**config.mk**
```make
export PLATFORM = sky130hd
export DESIGN_NAME = cfg_sequencer
export DESIGN_NICKNAME = d
export VERILOG_FILES = /design/src/rtl/cfg_sequencer.sv
export SDC_FILE = /design/constraint.sdc
export NUM_CORES = 1
export LEC_CHECK = 0
export ABC_AREA = 1
export BUFFER_PORTS_ARGS = -buffer_cell sky130_fd_sc_hd__buf_2
export CAP_MARGIN = 20
export CORE_ASPECT_RATIO = 0.9
export CORE_MARGIN = 2
export CORE_UTILIZATION = 55
export CTS_BUF_LIST = sky130_fd_sc_hd__clkbuf_4
export DETAILED_ROUTE_END_ITERATION = 16
export GPL_TIMING_DRIVEN = 0
export MAX_ROUTING_LAYER = met4
export PLACE_DENSITY = 0.76
export REMOVE_ABC_BUFFERS = 1
export SLEW_MARGIN = 20
export SYNTH_ARGS = -nofsm -noshare
export SYNTH_HDL_FRONTEND = slang
export SYNTH_SLANG_ARGS = --single-unit
```
**constraint.sdc**
```tcl
create_clock -name clk -period 5.5 [get_ports clk]
set_input_delay 1.65 -clock clk [delete_from_list [all_inputs] [get_ports clk]]
set_output_delay 1.65 -clock clk [all_outputs]
set_load 0.02 [all_outputs]
```
**src/rtl/cfg_sequencer.sv**
```systemverilog
// cfg_sequencer: shadowed parameter set streamed atomically to config regs; CFG_SEQ_CHECKSUM_EN adds an XOR checksum at idx 6
module cfg_sequencer #(
  parameter int NUM_REGS = 6,
  parameter int TIMEOUT  = 255
) (
  input  logic        clk,
  input  logic        rst,
  input  logic        host_valid,
  output logic        host_ready,
  input  logic [2:0]  host_idx,
  input  logic [15:0] host_data,
  input  logic        commit,
  input  logic        abort,
  input  logic        emergency,
  output logic        cfg_we,
  output logic [3:0]  cfg_addr,
  output logic [15:0] wght_data,
  output logic        busy,
  output logic        done,
  output logic [1:0]  err
);
  typedef enum logic [2:0] {IDLE, CHECK, WAIT_SAFE, WRITE, DONE, ERR} state_t;
  localparam logic [2:0] LAST    = 3'(NUM_REGS - 1);
  localparam logic [7:0] TO_LAST = 8'(TIMEOUT - 1);
  state_t      state;
  logic [15:0] shadow [NUM_REGS];
  logic [7:0]  cnt;
  logic        wr, th_ok, sum_ok;
  assign wr    = host_valid && state == IDLE;
  assign th_ok = shadow[4][7:0] < shadow[5][7:0];
`ifdef CFG_SEQ_CHECKSUM_EN
  logic [15:0] csum, sum;
  always_comb begin
    sum = '0;
    for (int i = 0; i < NUM_REGS; i++) sum = sum ^ shadow[i];
  end
  assign sum_ok = sum == csum;
`else
  assign sum_ok = 1'b1;
`endif
  always_ff @(posedge clk or posedge rst) begin
    if (rst) begin
      state <= IDLE;
      cnt   <= '0;
      err   <= 2'b00;
      for (int i = 0; i < NUM_REGS; i++) shadow[i] <= '0;
`ifdef CFG_SEQ_CHECKSUM_EN
      csum  <= '0;
`endif
    end else begin
      if (wr && host_idx <= LAST) shadow[host_idx] <= host_data;
`ifdef CFG_SEQ_CHECKSUM_EN
      if (wr && host_idx == 3'd6) csum <= host_data;
`endif
      case (state)
        IDLE: if (commit) begin
          state <= CHECK;
          err   <= 2'b00;
        end
        CHECK: if (!sum_ok) begin
          state <= ERR;
          err   <= 2'b11;
        end else if (!th_ok) begin
          state <= ERR;
          err   <= 2'b01;
        end else begin
          state <= WAIT_SAFE;
          cnt   <= '0;
        end
        // abort outranks both the safe exit and the timeout
        WAIT_SAFE: if (abort) state <= IDLE;
        else if (!emergency) begin
          state <= WRITE;
          cnt   <= '0;
        end else if (cnt == TO_LAST) begin
          state <= ERR;
          err   <= 2'b10;
        end else cnt <= cnt + 8'd1;
        WRITE: if (cnt[2:0] == LAST) state <= DONE;
        else cnt <= cnt + 8'd1;
        default: state <= IDLE;
      endcase
    end
  end
  assign host_ready = state == IDLE;
  assign busy       = state != IDLE;
  assign done       = state == DONE;
  assign cfg_we     = state == WRITE;
  assign cfg_addr   = cfg_we ? cnt[3:0] : 4'd0;
  assign wght_data  = cfg_we ? shadow[cnt[2:0]] : 16'd0;
endmodule

```
==> results.sh, run 1 <==
export IMPL_comb_power_share=0.395
export IMPL_io_pins=51
export IMPL_postCtsResizedCells=0
export IMPL_internal_power_mw=1.81
export IMPL_firstDrtPassIters=7
export IMPL_net_switching_power_of_the_design_mw=1.25
export IMPL_grt_first_pass_wirelength_um=20800
export IMPL_num_fill_cells=851
export IMPL_reported_max_cap_violation_count=0
export IMPL_core_um2=9570
export IMPL_timing_final_hold_violations=0
export IMPL_htree_levels=3
export IMPL_slew_limit_headroom=0.393
export IMPL_postCtsSetupBuffers=0
export IMPL_cp_max_fanout=20
export IMPL_dp_hpwl_um=7960
export IMPL_power_static_leakage_nw=2.89
export IMPL_syn_instance_count=676
export IMPL_cts_buffers_inserted=9
export IMPL_max_transition_viols_final=0
export IMPL_routabilityCongestion=0.826
export IMPL_layout_drive_gt1_share=0.126
export IMPL_global_route_overflow_total=0
export IMPL_critical_path_arrival_ps=2920
export IMPL_grt_util_all_layers=0.256
export IMPL_detail_route_antenna_nets=0
export IMPL_cts_sinks=109
export IMPL_cts_hold_repair_buffers=0
export IMPL_layout_worst_path_cycle_share=0.830
export IMPL_rsz0062_at_grt="no"
export IMPL_cts_root_buf="clkbuf_4"
export IMPL_die_h_um=97.8
export IMPL_power_density_cell_area_nw_per_um2=513
export IMPL_netlist_top_cell_by_area="dfrtp_1"
export IMPL_layout_core_utilization=0.621
export IMPL_result_of_the_run="complete, no violations"
export IMPL_detail_route_drc_violations=0
export IMPL_clock_skew_ps=13.2
export IMPL_largest_net_degree_at_the_start_of_global_routing=68
export IMPL_switching_portion_of_total_power=0.409
export IMPL_route_detailed_vias_per_inst=5.43
export IMPL_multi_input_combinational_cell_area_um2=2240
export IMPL_synth_sequential_area_ratio=0.507
export IMPL_worst_ir_drop_vdd_uv=257
export IMPL_placement_io_buffers=50
export IMPL_timing_hold_worst_class="reg2reg"
export IMPL_worst_slew_pin_transition_ps=909
export IMPL_critical_path_startpoint_type="register"
export IMPL_die_width_um=108
export IMPL_cts_reportedPaths_clkPinSlew_ps=160
export IMPL_ctsLongestPathBuffers=2
export IMPL_total_power_mw=3.05
export IMPL_setup_viol_count_final=0
export IMPL_finalWirelength_um=12200
export IMPL_synth_lib_cells_used_distinct=28
export IMPL_worstSkewPairLatency_ps=440
export IMPL_synth_seq_cells=109
export IMPL_vias=4560
export IMPL_first_global_vias=4267
export IMPL_yosysTopAreaCellShare=0.507
export IMPL_path_class="reg2out"
export IMPL_initialDrtViolationCount=340
export IMPL_netlist_area_um2=5380
export IMPL_clock_power_share=0.146
export IMPL_start_util=0.562
export IMPL_synth_top_cells_by_area="dfrtp_1 (51%), o21ai_0 (10%), nand2_1 (10%), a21oi_1 (6.2%), inv_1 (4.7%)"
export IMPL_n_antenna_cell=0
export IMPL_shortest_period_the_worst_path_allows_ps=4570
export IMPL_fmax_mhz=219
export IMPL_layout_area_seq_um2=2730
export IMPL_floorplan_rows=34
export IMPL_syn_to_final_growth_pct=10.5
export IMPL_routed_wire_length_per_instance_um=14.5
export IMPL_num_nets_final=744
export IMPL_post_synth_cell_area_avg_um2=7.96
export IMPL_number_of_antenna_violations_at_the_first_check_in_global_routing=0
export IMPL_fin_hold_ws_ps=490
export IMPL_critPathRequiredTime_ps=3850
export IMPL_cts_tree="built"
export IMPL_endpoint_kind="output port"
export IMPL_sequentialPowerShare=0.459
export IMPL_design_die_area_um2=10600
export IMPL_yosys_warnings=0
[routing by layer]
| layer | wire length (um) | vias to the layer above | GRT usage |
|---|---|---|---|
| li1 | - | 2258 | - |
| met1 | 5540 | 2158 | 0.343 |
| met2 | 5800 | 127 | 0.404 |
| met3 | 734 | 17 | 0.0527 |
| met4 | 137 | 0 | 0.0592 |
| met5 | 0 | - | - |
[state kept, by name, summed over array words and instances, names as in the netlist]
register / cells
state: 3
err: 2
shadow: 96
cnt: 8
[power groups by stage]
| stage | Sequential (mW) | Combinational, mW | Clock, mW |
|---|---|---|---|
| final | 1.40 | 1.21 | 0.446 |
| after global routing | 1.44 | 1.41 | 0.497 |
| after CTS | 1.40 | 1.21 | 0.460 |
| after detailed placement | 1.42 | 1.20 | 0 |
| after global placement | 1.43 | 1.11 | 0 |
| after floorplan | 1.38 | 0.869 | 0 |
[cell usage after synthesis (all sizes together)]
cell type / instances
nand2: 151
a21oi: 67
clkinv: 1
inv: 69
nor2: 71
clkbuf: 18
dfrtp: 109
a21boi: 1
ha: 10
nand4: 5
o21a: 1
nor4: 2
o211ai: 16
a211oi: 1
o21ai: 114
buf: 19
nand3: 12
nor3: 4
xnor2: 2
xor2: 3
[path summary, 6_finish.rpt]
path	start	endpoint	slack, ps	cells after the start
max in group asynchronous	rst	cnt[1]$_DFFE_PP0P_	3630	3
min	err[0]$_DFFE_PP0P_	err[0]$_DFFE_PP0P_	490	2
min reg2reg	err[0]$_DFFE_PP0P_	err[0]$_DFFE_PP0P_	490	2
max	cnt[2]$_DFFE_PP0P_	wght_data[5]	930	5
min in group asynchronous	rst	shadow[17]$_DFFE_PP0P_	1210	2
max reg2reg	cnt[0]$_DFFE_PP0P_	cnt[2]$_DFFE_PP0P_	2570	9
[kinds of logic after synthesis]
| family | count (synthesis) | share of synthesized area |
|---|---|---|
| and+or+nand+nor | 245 | 0.188 |
| adders and majority gates | 10 | 0.0233 |
| AOI/OAI and AO/OA | 200 | 0.195 |
| buffers and inverters | 107 | 0.0791 |
| DFF | 109 | 0.507 |
| xor gates and xnor gates | 5 | 0.00814 |
[worst max-delay path, stage by stage (launching register included)]
cell      delay, ps
dfrtp_1         480
inv_1           430
nor2_2          850
o211ai_1        190
a21oi_1         310
buf_2           220
[per-stage QoR]
step / cell area (um^2) / setup TNS [ps] / setup slack (ps) / cells
3_5_place_dp: 5790 / 0 / 1470 / 824
5_1_grt: 5950 / 0 / 702 / 840
3_3_place_gp: 5630 / -32620 / -425 / 815
2_1_floorplan: 5220 / 0 / 976 / 639
6_report: 5950 / 0 / 933 / 840
4_1_cts: 5950 / 0 / 960 / 840
[layout make-up]
class,count,area share
timing repair buffer,59,0.0652
inverter,70,0.0450
clock buffer,10,0.0126
tap,126,0.0265
multi-input combinational,460,0.377
sequential,109,0.459
clock inverter,6,0.0145
[placed cells by master, fill, tap and decap left out, drive strengths merged]
master / synthesis / final
xor2: 3 / 3
nand3: 12 / 12
xnor2: 2 / 2
clkbuf: 18 / 10
bufinv: 0 / 2
o21ai: 114 / 114
nand2: 151 / 151
nor4: 2 / 2
ha: 10 / 10
clkinv: 1 / 4
nand4: 5 / 5
dfrtp: 109 / 109
a21oi: 67 / 67
inv: 69 / 70
a21boi: 1 / 1
o211ai: 16 / 16
buf: 19 / 59
nor2: 71 / 71
nor3: 4 / 4
o21a: 1 / 1
a211oi: 1 / 1
(Power assumes the default switching activity.)
==> run 2, diff against run 1 <==
- ABC_AREA: 1 -> 0
- clock period: 5.5 -> 4.4 ns (I/O delays scaled with it)
==> run 2 against run 1 <==
Critical path depth unchanged. Total power up 30%. Sequential power up 28%. Final area up 1.4%. Routed wire length down 7.1%. Critical path type unchanged.
==> results.sh, run 2 <==
export IMPL_detail_route_drc_violations=0
export IMPL_yosysTopAreaCellShare=0.489
export IMPL_firstDrtPassIters=4
export IMPL_core_um2=9780
export IMPL_yosys_warnings=0
export IMPL_power_static_leakage_nw=2.84
export IMPL_synth_top_cells_by_area="dfrtp_1 (49%), mux2_2 (17%), mux2_4 (8.1%), mux4_2 (6.5%), ha_1 (2.2%)"
export IMPL_grt_util_all_layers=0.228
export IMPL_syn_to_final_growth_pct=8.10
export IMPL_syn_instance_count=401
export IMPL_crit_path_top_delay_cell="nor2_4"
export IMPL_detail_route_antenna_nets=0
export IMPL_clock_skew_ps=20.3
export IMPL_finalWirelength_um=11300
export IMPL_setup_total_negative_slack_ps=0
export IMPL_cts_hold_repair_buffers=0
export IMPL_design_die_area_um2=11000
export IMPL_biggestRegsByFlops="shadow x96, cnt x8, state x3"
export IMPL_setup_viol_count_final=0
export IMPL_max_transition_viols_final=0
export IMPL_die_h_um=99.6
export IMPL_netlist_top_cell_by_area="dfrtp_1"
export IMPL_grt_first_pass_wirelength_um=18400
export IMPL_start_util=0.570
export IMPL_path_class="reg2out"
export IMPL_cts_buffers_inserted=9
export IMPL_critical_path_startpoint_type="register"
export IMPL_layout_area_seq_um2=2730
export IMPL_synth_lib_cells_used_distinct=54
export IMPL_worstSkewPairLatency_ps=490
export IMPL_num_nets_final=477
export IMPL_layout_drive_gt1_share=0.472
export IMPL_layout_worst_path_cycle_share=0.940
export IMPL_sequentialPowerShare=0.451
export IMPL_critical_path_arrival_ps=2810
export IMPL_reported_max_cap_violation_count=0
export IMPL_pre_cts_slack_ps=527
export IMPL_synth_seq_cells=109
export IMPL_cts_root_buf="clkbuf_4"
export IMPL_first_global_vias=3482
export IMPL_gr_max_usage_layer="met2"
export IMPL_post_synth_cell_area_avg_um2=13.9
export IMPL_grt_use_met3=0.0616
export IMPL_routabilityCongestion=0.807
export IMPL_slew_limit_headroom=0.304
export IMPL_worst_ir_drop_vdd_uv=399
export IMPL_comb_power_share=0.429
export IMPL_synth_most_common_cell="dfrtp_1"
export IMPL_dp_hpwl_um=7180
export IMPL_initialDrtViolationCount=194
export IMPL_met1_usage=0.309
export IMPL_fmax_mhz=242
export IMPL_cts_sinks=109
export IMPL_global_route_overflow_total=0
export IMPL_timing_critical_path_cells="clkinv_1 > nor2_4 > a22oi_1 > nor2_1 > buf_2"
export IMPL_result_of_the_run="complete, no violations"
export IMPL_synth_sequential_area_ratio=0.489
export IMPL_fin_hold_ws_ps=500
export IMPL_placement_io_buffers=50
export IMPL_timing_final_ws_setup_ps=266
export IMPL_num_fill_cells=768
export IMPL_global_route_usage_met2=0.348
export IMPL_cts_reportedPaths_clkPinSlew_ps=160
export IMPL_htree_levels=3
export IMPL_finish_instance_area_um2=6030
export IMPL_timing_final_hold_violations=0
export IMPL_power_density_cell_area_nw_per_um2=658
export IMPL_endpoint_kind="output port"
export IMPL_internal_power_mw=2.56
export IMPL_max_flop_register="shadow"
export IMPL_layout_core_utilization=0.616
export IMPL_numPlacedInstances=555
export IMPL_cp_max_fanout=18
export IMPL_synth_edf_count=0
export IMPL_shortest_period_the_worst_path_allows_ps=4130
export IMPL_final_common_cell="dfrtp_1"
export IMPL_worst_slew_pin_transition_ps=1040
export IMPL_switching_portion_of_total_power=0.356
export IMPL_cp_slowest_stage_delay_ps=690
export IMPL_clock_power_share=0.120
export IMPL_io_pins=51
export IMPL_vias=3401
export IMPL_routed_wire_length_per_instance_um=19.8
export IMPL_total_power_mw=3.97
export IMPL_cts_tree="built"
export IMPL_floorplan_rows=34
export IMPL_synth_common_cells="dfrtp_1 (109), mux2_2 (82), mux2_4 (30)"
export IMPL_ctsLongestPathBuffers=2
export IMPL_synth_async_reset_ratio=1.00
export IMPL_critPathBufInv=2
export IMPL_route_detailed_vias_per_inst=5.94
export IMPL_placedInstanceArea_um2=5880
export IMPL_netlist_area_um2=5580
export IMPL_number_of_antenna_violations_at_the_first_check_in_global_routing=0
export IMPL_critPathRequiredTime_ps=3080
export IMPL_largest_net_degree_at_the_start_of_global_routing=82
export IMPL_net_switching_power_of_the_design_mw=1.41
export IMPL_rsz0062_at_grt="no"
export IMPL_largest_register_ff_count=96
export IMPL_dominant_synthesized_flop_cell="dfrtp_1"
export IMPL_timing_hold_worst_class="reg2reg"
export IMPL_die_width_um=110
export IMPL_multi_input_combinational_cell_area_um2=2640
export IMPL_critical_path_top_delay_family="simple AND/OR/NAND/NOR gates"
export IMPL_final_cell_mix="dfrtp_1 (107), mux2_2 (82), buf_2 (50)"
export IMPL_finalNonFillerCells=573
export IMPL_n_antenna_cell=0
[run 2: changes by cell type in the layout (fill, tap and decap cells not counted), sizes merged, moves of 16 or more]
cell / before / now
a22oi: 0 / 16
mux2: 0 / 112
o21ai: 114 / 1
inv: 70 / 16
nand2: 151 / 6
a21oi: 67 / 6
mux4: 0 / 16
nor2: 71 / 27
[run 2: path summary, 6_finish.rpt]
check	from	endpoint	slack [ps]	cells after the start
worst min register to register	err[0]$_DFFE_PP0P_	err[0]$_DFFE_PP0P_	500	1
worst max-delay path	cnt[2]$_DFFE_PP0P_	wght_data[0]	270	5
min in group asynchronous	rst	shadow[15]$_DFFE_PP0P_	760	2
max in group asynchronous	rst	cnt[1]$_DFFE_PP0P_	2940	3
worst min-delay path	err[0]$_DFFE_PP0P_	err[0]$_DFFE_PP0P_	500	1
worst max register to register	state[0]$_DFFE_PP0P_	state[0]$_DFFE_PP0P_	1920	6
[run 2: timing repair]
action / in CTS / in global routing
buffers inserted: 0 / 0
gates resized for setup: 1 / 0
endpoints found under the setup margin: 5 / 0
[run 2: area by class of cell]
type	instances	share of cell area
Multi-Input combinational cell	253	0.437
Clock buffer	10	0.0124
Sequential cell	109	0.453
Inverter	15	0.0102
Tap cell	126	0.0261
Clock inverter	6	0.00788
Timing Repair Buffer	54	0.0537
[run 2: kinds of logic after synthesis]
group / synth area share
adder cells (fa/ha/maj): 0.0224
flip-flops: 0.489
multiplexers: 0.311
AO/OA/AOI/OAI: 0.0615
AND/OR/NAND/NOR: 0.0763
buffers and inverters: 0.0401
[run 2: routing by layer]
layer  routed length [um]  vias up  part of all wire
li1                     -     1562                 -
met1                 5360     1761              0.47
met2                 5410       68              0.48
met3                  493       10             0.043
met4                   79        0            0.0070
met5                    0        -                 0
[run 2: power groups by stage]
stage               Sequential [mW]  Clock (mW)  Combinational (mW)
finish                         1.79       0.476                1.70
global route                   1.86       0.526                1.85
CTS                            1.79       0.492                1.70
detailed placement             1.81           0                1.69
global placement               1.82           0                1.58
floorplan                      1.73           0                1.33
[run 2: worst reg2reg max path, cell delays in order (launching register included)]
cell and delay [ps]:
dfrtp_1 600, nand3b_1 440, buf_8 320, a21oi_1 310, a21o_1 320, nor3_1 120
a211o_1 290
